**src/rtl/bus_master.sv**
```systemverilog
// bus_master: 68000-style AS/UDS/LDS bus initiator that turns one word request into a full bus cycle,
// ending on DTACK, BERR or an internal wait-state timeout.
module bus_master #(
    parameter int TIMEOUT = 64,
    parameter int ADDR_W  = 23
) (
    input  logic              clk_in,
    input  logic              reset,
    input  logic              req,
    input  logic              req_rw,
    input  logic [ADDR_W-1:0] req_addr,
    input  logic [1:0]        req_be,
    input  logic [15:0]       req_wdata,
    output logic              busy,
    output logic              done,
    output logic              err,
    output logic              tmo,
    output logic [15:0]       rdata,
    output logic [ADDR_W-1:0] a_out,
    output logic              as_n,
    output logic              uds_n,
    output logic              lds_n,
    output logic              rw,
    output logic [15:0]       d_out,
    output logic              d_oe,
    input  logic [15:0]       d_in,
    input  logic              dtack_n,
    input  logic              berr_n
);
    typedef enum logic [2:0] {IDLE, ADDR, ASRT, WAIT, LATCH, END} state_t;
    state_t state, state_d;
    logic [1:0] be, be_d;
    logic [7:0] cnt, cnt_d;
    logic busy_d, done_d, err_d, tmo_d, as_d, uds_d, lds_d, rw_d, oe_d;
    logic [ADDR_W-1:0] a_d;
    logic [15:0] dout_d, rdata_d;
    // Next-state values for every output; the register block below makes them all flop outputs.
    always_comb begin
        state_d = state;
        be_d = be;
        cnt_d = cnt;
        busy_d = busy;
        done_d = 1'b0;
        err_d = err;
        tmo_d = tmo;
        as_d = as_n;
        uds_d = uds_n;
        lds_d = lds_n;
        rw_d = rw;
        oe_d = d_oe;
        a_d = a_out;
        dout_d = d_out;
        rdata_d = rdata;
        case (state)
            IDLE: if (req && |req_be && dtack_n && berr_n) begin
                state_d = ADDR;
                be_d = req_be;
                busy_d = 1'b1;
                a_d = req_addr;
                rw_d = req_rw;
                dout_d = req_wdata;
                oe_d = !req_rw;
            end
            ADDR: begin
                state_d = ASRT;
                as_d = 1'b0;
                uds_d = !(rw && be[1]);
                lds_d = !(rw && be[0]);
            end
            ASRT: begin
                state_d = WAIT;
                cnt_d = 8'd0;
                uds_d = !be[1];
                lds_d = !be[0];
            end
            WAIT: if (!berr_n || (dtack_n && cnt == 8'(TIMEOUT - 1))) begin
                state_d = END;
                done_d = 1'b1;
                err_d = 1'b1;
                tmo_d = berr_n;
                as_d = 1'b1;
                uds_d = 1'b1;
                lds_d = 1'b1;
            end else if (!dtack_n) begin
                state_d = LATCH;
            end else begin
                cnt_d = cnt + 8'd1;
            end
            LATCH: begin
                state_d = END;
                done_d = 1'b1;
                err_d = 1'b0;
                tmo_d = 1'b0;
                as_d = 1'b1;
                uds_d = 1'b1;
                lds_d = 1'b1;
                rdata_d = rw ? {be[1] ? d_in[15:8] : rdata[15:8], be[0] ? d_in[7:0] : rdata[7:0]} : rdata;
            end
            END: begin
                state_d = IDLE;
                busy_d = 1'b0;
                oe_d = 1'b0;
                rw_d = 1'b1;
            end
            default: state_d = IDLE;
        endcase
    end
    always_ff @(posedge clk_in) begin
        if (!reset) begin
            state <= IDLE;
            be <= 2'b00;
            cnt <= 8'd0;
            busy <= 1'b0;
            done <= 1'b0;
            err <= 1'b0;
            tmo <= 1'b0;
            as_n <= 1'b1;
            uds_n <= 1'b1;
            lds_n <= 1'b1;
            rw <= 1'b1;
            d_oe <= 1'b0;
            a_out <= '0;
            d_out <= 16'h0;
            rdata <= 16'h0;
        end else begin
            state <= state_d;
            be <= be_d;
            cnt <= cnt_d;
            busy <= busy_d;
            done <= done_d;
            err <= err_d;
            tmo <= tmo_d;
            as_n <= as_d;
            uds_n <= uds_d;
            lds_n <= lds_d;
            rw <= rw_d;
            d_oe <= oe_d;
            a_out <= a_d;
            d_out <= dout_d;
            rdata <= rdata_d;
        end
    end
endmodule

```
**config.mk**
```make
export PLATFORM = sky130hd
export DESIGN_NAME = bus_master
export DESIGN_NICKNAME = d
export VERILOG_FILES = /design/src/rtl/bus_master.sv
export SDC_FILE = /design/constraint.sdc
export NUM_CORES = 1
export LEC_CHECK = 0
export CAP_MARGIN = 20
export CORE_MARGIN = 2
export CORE_UTILIZATION = 35
export DETAILED_ROUTE_END_ITERATION = 6
export PLACE_DENSITY_LB_ADDON = 0.08
export SYNTH_ARGS = -nofsm -noshare
export SYNTH_HDL_FRONTEND = slang
export SYNTH_SLANG_ARGS = --single-unit
export TNS_END_PERCENT = 20
```
**constraint.sdc**
```tcl
create_clock -name clk_in -period 2.03 [get_ports clk_in]
set_clock_uncertainty 0.05 [all_clocks]
set_input_delay 0.406 -clock clk_in [delete_from_list [all_inputs] [get_ports clk_in]]
set_output_delay 0.406 -clock clk_in [all_outputs]
set_load 0.01 [all_outputs]
```
* After elaboration in Yosys (flattened, before gate mapping) *
Index checks and enable logic that the tools add are counted.

storage, ports and cells
  input bits = 63
  register bits = 77
  logic and storage cells = 79
  output and inout port bits = 64

operators by class
  equal/unequal tests = 11
  add/sub/neg operators = 1
  mux-type cells = 22
  reduce and logical (&&, ||, !) cells = 29

operator list
  operator             count
  $mux 8               2
  $pmux 8 s2           1
  $pmux 3 s5           1
  $pmux 1 s2           6
  $reduce_and 2->1     6
  $mux 3               3
  $reduce_and 3->1     3
  $add 8x1->8 const B  1
  $eq 8x6->1 const B   1
  $ne 2x2->1 const B   4
  $pmux 1 s4           2
  $eq 3x2->1 const B   2
  $eq 3x3->1 const B   2
  $logic_and 1x1->1    6
  $logic_not 1->1      6
  $mux 1               6
  $reduce_bool 2->1    3
  $reduce_bool 4->1    1
  $eq 3x1->1 const B   1
  $logic_not 3->1      1
  $ne 3x3->1 const B   1
  $pmux 1 s3           1
  $reduce_bool 3->1    1
  $reduce_or 2->1      1
  $logic_or 1x1->1     1

* Depth between registers and ports, before layout *
Gate-level depths: netlist (run 1).

  word-level depth = 6
  mapped depth = 7
  mapped depth without buffers = 6

* Least setup slack after synthesis (run 1) *
No wires, ideal clock.

  path kind = reg2reg
  from = register cnt[0]
  to = register cnt[6]
  slack = 334 ps
  clock period less this slack = 1696 ps
  buffers on the path = 0
  data arrival time = 1575 ps
  stages on the path, launching flop included = 6
  library setup time = 70 ps
  cells stage by stage = dfxtp_1 > ha_1 > nand2_1 > or4b_1 > or3_1 > a21boi_1

between the ends
  cells in the longest elaborated chain, start to end = 5
  elaborated cells between the ends (all ways) = 9

ends and longest elaborated chain
  element                                                              line  text
  start: declaration                                                   33    logic [7:0] cnt, cnt_d;
  start signal: assignment                                             128   cnt <= cnt_d;
  parallel branches: the longest is 5 deep, another holds $add 8x1->8  --

Parallel ways; which one is timed is not known. The select of a mux whose other input is x is not followed.
A chain may end at the register's enable or synchronous reset.

* Worst setup path in the final report (run 1) *
Same ends and word-level chain as after synthesis.

==> qor.tcl, run 1 <==
set qor(timing.max_slew.rel_slack) 0.649
set qor(synth_enable_flop_cells) 0
set qor(routedWlPerCell_um) 13.4
set qor(final_cell_count_no_fill) 596
set qor(initial_antenna_violation_count) 0
set qor(root_buffer) {sky130_fd_sc_hd__clkbuf_8}
set qor(clk_pin_slew_worst_paths_ps) 80
set qor(largest_family_of_logic_cells_by_synthesized_area) {simple AND/OR/NAND/NOR gates}
set qor(critical_path_required_ps) 2260
set qor(synth-compound-area-share) 0.171
set qor(netlist-cell-type-count) 44
set qor(biggest_cell_delay_along_the_critical_path_ps) 530
set qor(globalRoute.totalOverflow) 0
set qor(core_um2) 8760
set qor(worst-endpoint-arrival_ps) 2070
set qor(pin_count) 127
set qor(synth-adder-area-share) 0.00395
set qor(proportion_of_synthesized_area_in_mux_cells) 0.0569
set qor(syn_nets) 417
set qor(netlist.top_cell.by_area) {sky130_fd_sc_hd__dfxtp_1}
set qor(floorplan.die.height_um) 99.1
set qor(endpoint_kind) {flip-flop}
set qor(ctsHtreeMaxLevel) 3
set qor(synth_top_cells_by_area) {sky130_fd_sc_hd__dfxtp_1 49%, sky130_fd_sc_hd__nand2_1 11%, sky130_fd_sc_hd__a21boi_0 6.9%, sky130_fd_sc_hd__mux2i_1 5.7%, sky130_fd_sc_hd__a21boi_1 3.8%}
set qor(slew_viol_final) 0
set qor(synth_top_flop_cell) {sky130_fd_sc_hd__dfxtp_1}
set qor(fmax_mhz) 544
set qor(worstSetupStartpointType) {flip-flop}
set qor(ant_nets) 0
set qor(worst_r2r_startpoint) {cnt[0]}
set qor(dpl.hpwl_um) 5770
set qor(timing.hold.worst.class) {reg -> reg}
set qor(synth_simple_gate_area_share) 0.230
set qor(via_count) 2798
set qor(maxCapViolations) 0
set qor(synthDominantCellAreaShare) 0.487
set qor(port-buffer-count) 126
set qor(power.leakage_uw) 0.00177
set qor(dp.cells) 581
set qor(route.detailed.drc) 0
set qor(layout.filler_cells) 843
set qor(antenna_cells) 0
set qor(critical-path-top-delay-family) {simple AND/OR/NAND/NOR gates}
set qor(finalWirelength_um) 7960
set qor(max-clock-path-buffers) 2
set qor(timing.final.crit_share) 0.906
set qor(via_count_of_the_first_global_routing_pass) 2787
set qor(drtPass1Iterations) 4
set qor(area_delta_synth_final_pct) 50.7
set qor(cts_setup_buffers) 0
set qor(critical_path.cell_chain) {ha_1 > nand2_1 > or4b_1 > or3_1 > a21boi_1}
set qor(synth.cell_area_um2) 3170
set qor(hold_depth) 2
set qor(finalSetupViolations) 0
set qor(via_per_inst) 4.69
set qor(yosysMostFrequentCell) {sky130_fd_sc_hd__nand2_1}
set qor(syn-instance-count) 353
set qor(power.density_cell_area_nw_per_um2) 639
set qor(r2r.worst_path.cells) 5
set qor(worstSkewPairLatency_ps) 340
set qor(first_pass_grt_wire_length_um) 13300
set qor(cts.sinks) 77
set qor(sequential_fraction_of_the_synthesis_area) 0.487
set qor(postCtsResizedCells) 0
set qor(dieArea_um2) 9820
set qor(grt.total_usage) 0.167
set qor(biggest_fanout_along_the_worst_timing_path) 5
set qor(chipWidth_um) 99.1
set qor(synthTopCellsByCount) {97 x sky130_fd_sc_hd__nand2_1, 77 x sky130_fd_sc_hd__dfxtp_1, 29 x sky130_fd_sc_hd__a21boi_0}
set qor(post_synth.cell_area_avg_um2) 8.97
set qor(critPathKind) {reg -> reg}
set qor(drt_iter0_markers) 53
set qor(timing.hold.worst.start) {d_out[12]}
set qor(finalCoreUtilization) 0.545
set qor(yosys.area_share.xor_xnor) 0.00830
set qor(finalNetCount) 548
set qor(worst-path-buf-inv) 0
set qor(ctsHoldBuffers) 0
set qor(hold_viol_final) 0
set qor(synth-warning-count) 0
set qor(worst_path_slowest_cell) {sky130_fd_sc_hd__or4b_1}
set qor(worst_ir_drop_vdd_uv) 304
set qor(async_reset_ff_frac) 0
set qor(final.min_clock_period_ps) 1840
set qor(critPathLaunch) {cnt[0]}
set qor(status) {finished clean}
set qor(place_congestion) 0.773
set qor(num_rows) 34
set qor(grt_setup_unrepaired) {false}
set qor(grt_max_degree) 42
set qor(inserted_clock_buffers) 9
set qor(postSynthRegisterBits) 77
set qor(worst_slew_pin_slew_ps) 513
set qor(start_util) 0.361
set qor(worst-path-stages) 5
set qor(cts_tree) {yes}
set qor(final_layout_size_suffix_gt1_frac) 0.0820
[worst min-delay path: cells and delay by family, from the launching register on]
kind,cells,cell delay (ps)
compound gates,1,50
simple gates,1,50
flops,1,310
[cells in the final DEF (no fill, tap or decap), types with 9 or more instances in the layout]
cell / netlist / routed
sky130_fd_sc_hd__nor2b_1: 19 / 19
sky130_fd_sc_hd__a21boi_1: 16 / 16
sky130_fd_sc_hd__mux2i_1: 18 / 18
sky130_fd_sc_hd__clkbuf_8: 0 / 9
sky130_fd_sc_hd__nor2_1: 11 / 11
sky130_fd_sc_hd__dfxtp_1: 77 / 77
sky130_fd_sc_hd__a21boi_0: 29 / 29
sky130_fd_sc_hd__nand2_1: 97 / 97
sky130_fd_sc_hd__clkdlybuf4s50_1: 0 / 125
sky130_fd_sc_hd__buf_4: 0 / 15
[metrics by stage]
| stage | setup slack [ps] | TNS, ps | instance area, um^2 | power, uW | hold WS (ps) |
|---|---|---|---|---|---|
| after floorplan | 334 | 0 | 3170 | 1740 | 403 |
| after global placement | -41.9 | -133 | 4580 | 1960 | 390 |
| after detailed placement | -140 | -788 | 4580 | 1960 | 394 |
| after CTS | 174 | 0 | 4770 | 3100 | 406 |
| after global routing | 37.8 | 0 | 4770 | 3190 | 428 |
| final | 190 | 0 | 4770 | 3050 | 403 |
[power by group]
part	switching [uW]	internal [uW]	total (uW)
logic	133	224	357
registers	23.3	1540	1560
clock network	566	561	1130
total	722	2330	3050
[kinds of logic after synthesis]
logic type,Yosys count
simple gates,155
buf+inv,25
compound gates,74
flops,77
mux,18
xor+xnor,3
fa+ha+maj,1
[area by class of cell]
cell class / count / area, um^2 / area share
repair buffers: 143 / 1410 / 0.295
multi-input cells: 251 / 1490 / 0.312
clock buffers: 9 / 124 / 0.0260
clock inverters: 6 / 65.1 / 0.0136
well taps: 108 / 135 / 0.0283
flip-flops and latches: 77 / 1540 / 0.323
inverters: 2 / 7.51 / 0.00157
[final timing paths]
kind | end | slack [ps]
setup reg to reg | cnt[6] | 190
setup / recovery | cnt[6] | 190
hold / removal | d_out[12] | 400
hold reg to reg | d_out[12] | 400
[flip-flops by register name (all words and copies together) (netlist names), 2 cells and up]
signal,flops
a_out,23
be,2
cnt,8
d_out,16
rdata,16
state,3
[routing by layer]
metal  track usage  part of all wire  vias to the layer above  wire, um
met5             0                 0                        -         0
met4        0.0632             0.013                        0       106
met3        0.0401             0.060                       10       475
met2         0.278              0.47                       74      3780
met1         0.211              0.45                     1268      3600
li1              -                 -                     1446         -
No activity file was read; power rests on OpenSTA's default activity.
==> run 2: changes to the inputs <==
--- a/config.mk
+++ b/config.mk
@@ -6,8 +6,9 @@
 export NUM_CORES = 1
 export LEC_CHECK = 0
 export CAP_MARGIN = 20
-export CORE_MARGIN = 2
+export CORE_MARGIN = 1
 export CORE_UTILIZATION = 35
+export CTS_CLUSTER_SIZE = 16
 export DETAILED_ROUTE_END_ITERATION = 6
 export PLACE_DENSITY_LB_ADDON = 0.08
 export SYNTH_ARGS = -nofsm -noshare
==> run 2 against run 1 <==
Compared with the run above: wire length decreased by 4.8%; flip-flop and latch count unchanged; setup slack got worse by 29 ps; largest power group unchanged.
==> qor.tcl, run 2 (synthesis gave the netlist of run 1 again) <==
set qor(critical-path-top-delay-family) {compound AO/OA/AOI/OAI gates} ;# was simple AND/OR/NAND/NOR gates
set qor(timing.max_slew.rel_slack) 0.607 ;# was 0.649
set qor(inserted_clock_buffers) 9 ;# unchanged
set qor(via_count) 2802 ;# was 2798
set qor(gr-max-usage-layer) {met2} ;# unchanged
set qor(ctsHtreeMaxLevel) 3 ;# unchanged
set qor(finalWirelength_um) 7580 ;# was 7960 um
set qor(area_delta_synth_final_pct) 52.1 ;# was 50.7%
set qor(worstSkewPairLatency_ps) 340 ;# about the same
set qor(grt_max_degree) 42 ;# unchanged
set qor(grt_use_met3) 0.0662 ;# was 0.0401
set qor(layout_common_cells) {125 x sky130_fd_sc_hd__clkdlybuf4s50_1, 97 x sky130_fd_sc_hd__nand2_1, 77 x sky130_fd_sc_hd__dfxtp_1} ;# unchanged
set qor(via_per_inst) 4.70 ;# was 4.69
set qor(drtPass1Iterations) 4 ;# unchanged
set qor(drt_iter0_markers) 71 ;# was 53
set qor(floorplan.die.height_um) 97.1 ;# was 99.1 um
set qor(critical_path_required_ps) 2210 ;# was 2260 ps
set qor(biggest_cell_delay_along_the_critical_path_ps) 600 ;# was 530 ps
set qor(globalRoute.totalOverflow) 0 ;# unchanged
set qor(dpl.hpwl_um) 5400 ;# was 5770 um
set qor(via_count_of_the_first_global_routing_pass) 2711 ;# was 2787
set qor(place_congestion) 0.760 ;# was 0.773
set qor(cts_tree) {yes} ;# unchanged
set qor(antenna_cells) 0 ;# unchanged
set qor(finalCoreUtilization) 0.552 ;# was 0.545
set qor(core_um2) 8720 ;# was 8760 um^2
set qor(fmax_mhz) 535 ;# was 544 MHz
set qor(dpl_cell_area_um2) 4580 ;# about the same
set qor(cts_setup_buffers) 0 ;# unchanged
set qor(start_util) 0.363 ;# was 0.361
set qor(worst_ir_drop_vdd_uv) 379 ;# was 304 uV
set qor(final_layout_size_suffix_gt1_frac) 0.0799 ;# was 0.0820
set qor(grt_setup_unrepaired) {false} ;# unchanged
set qor(maxCapViolations) 0 ;# unchanged
set qor(finalSetupViolations) 0 ;# unchanged
set qor(worst-path-buf-inv) 0 ;# unchanged
set qor(ctsHoldBuffers) 0 ;# unchanged
set qor(largest_register) {a_out} ;# unchanged
set qor(timing.final.crit_share) 0.921 ;# was 0.906
set qor(chipWidth_um) 97.1 ;# was 99.1 um
set qor(grt.met2_usage) 0.272 ;# was 0.278
set qor(finalNetCount) 547 ;# was 548
set qor(routedWlPerCell_um) 12.7 ;# was 13.4 um
set qor(timing.hold.worst.class) {in -> reg} ;# was reg -> reg
set qor(postCtsResizedCells) 0 ;# unchanged
set qor(worst_path_slowest_cell) {sky130_fd_sc_hd__a2111oi_0} ;# was sky130_fd_sc_hd__or4b_1
set qor(pin_count) 127 ;# unchanged
set qor(grt.total_usage) 0.168 ;# was 0.167
set qor(clk_pin_slew_worst_paths_ps) 80 ;# about the same
set qor(cts.sinks) 77 ;# unchanged
set qor(biggest_regs) {a_out (23), d_out (16), rdata (16)} ;# unchanged
set qor(worstSetupStartpointType) {flip-flop} ;# unchanged
set qor(hold_viol_final) 0 ;# unchanged
set qor(max-clock-path-buffers) 2 ;# unchanged
set qor(postLayoutCellArea_um2) 4820 ;# was 4770 um^2
set qor(final_common_cell) {sky130_fd_sc_hd__clkdlybuf4s50_1} ;# unchanged
set qor(critical_path.cell_chain) {ha_1 > nand2_1 > o311ai_2 > a2111oi_0 > xnor2_1 > nor2_1} ;# was ha_1 > nand2_1 > or4b_1 > or3_1 > a21boi_1
set qor(num_rows) 34 ;# unchanged
set qor(worst_slew_pin_slew_ps) 574 ;# was 513 ps
set qor(first_pass_grt_wire_length_um) 12800 ;# was 13300 um
set qor(status) {finished clean} ;# unchanged
set qor(dp.cells) 580 ;# was 581
set qor(initial_antenna_violation_count) 0 ;# unchanged
set qor(final.min_clock_period_ps) 1870 ;# was 1840 ps
set qor(endpoint_kind) {flip-flop} ;# unchanged
set qor(root_buffer) {sky130_fd_sc_hd__clkbuf_8} ;# unchanged
set qor(port-buffer-count) 126 ;# unchanged
set qor(power.density_cell_area_nw_per_um2) 683 ;# was 639 nW/um^2
set qor(critPathKind) {reg -> reg} ;# unchanged
set qor(worst-endpoint-arrival_ps) 2050 ;# was 2070 ps
set qor(biggest_fanout_along_the_worst_timing_path) 5 ;# unchanged
set qor(ant_nets) 0 ;# unchanged
set qor(dieArea_um2) 9430 ;# was 9820 um^2
set qor(global_route.usage.met1) 0.207 ;# was 0.211
set qor(timing.hold.ws_ps) 391 ;# was 403 ps
set qor(power.leakage_uw) 0.00179 ;# was 0.00177 uW
set qor(largest_register_ffs) 23 ;# unchanged
set qor(route.detailed.drc) 0 ;# unchanged
set qor(slew_viol_final) 0 ;# unchanged
set qor(final_cell_count_no_fill) 596 ;# unchanged
## run 2: stage by stage
| step | total power, uW | TNS [ps] | setup WS [ps] |
|---|---|---|---|
| 3_3_place_gp | 1960 | -1140 | -105 |
| 2_1_floorplan | 1740 | 0 | 334 |
| 6_report | 3290 | 0 | 161 |
| 4_1_cts | 3350 | 0 | 124 |
| 5_1_grt | 3430 | 0 | 12.5 |
| 3_5_place_dp | 1960 | -2400 | -178 |
## run 2: per-layer routing
layer  up-vias  routed length, um
met5         -                  0
met4         0                 60
met1      1283               3470
met3         5                481
li1       1442                  -
met2        72               3570
## run 2: final cells by class
class | count | area [um^2]
clock buffers | 10 | 128
fillers | 824 | 3910
flip-flops and latches | 77 | 1540
multi-input cells | 251 | 1490
inverters | 2 | 7.51
clock inverters | 6 | 111
repair buffers | 142 | 1400
well taps | 108 | 135
## run 2: final timing paths
kind / cells past startpoint / slack, ps / endpoint / from
max: 6 / 160 / cnt[7] / cnt[0]
min: 2 / 390 / lds_n / reset
max reg2reg: 6 / 160 / cnt[7] / cnt[0]
min reg2reg: 2 / 400 / d_out[10] / d_out[10]
## run 2: power breakdown
| part | switching, uW | leakage (uW) | internal [uW] |
|---|---|---|---|
| registers | 21.3 | 0.000623 | 1540 |
| logic | 133 | 0.00105 | 223 |
| clock network | 552 | 0.000116 | 817 |
| total | 706 | 0.00179 | 2580 |
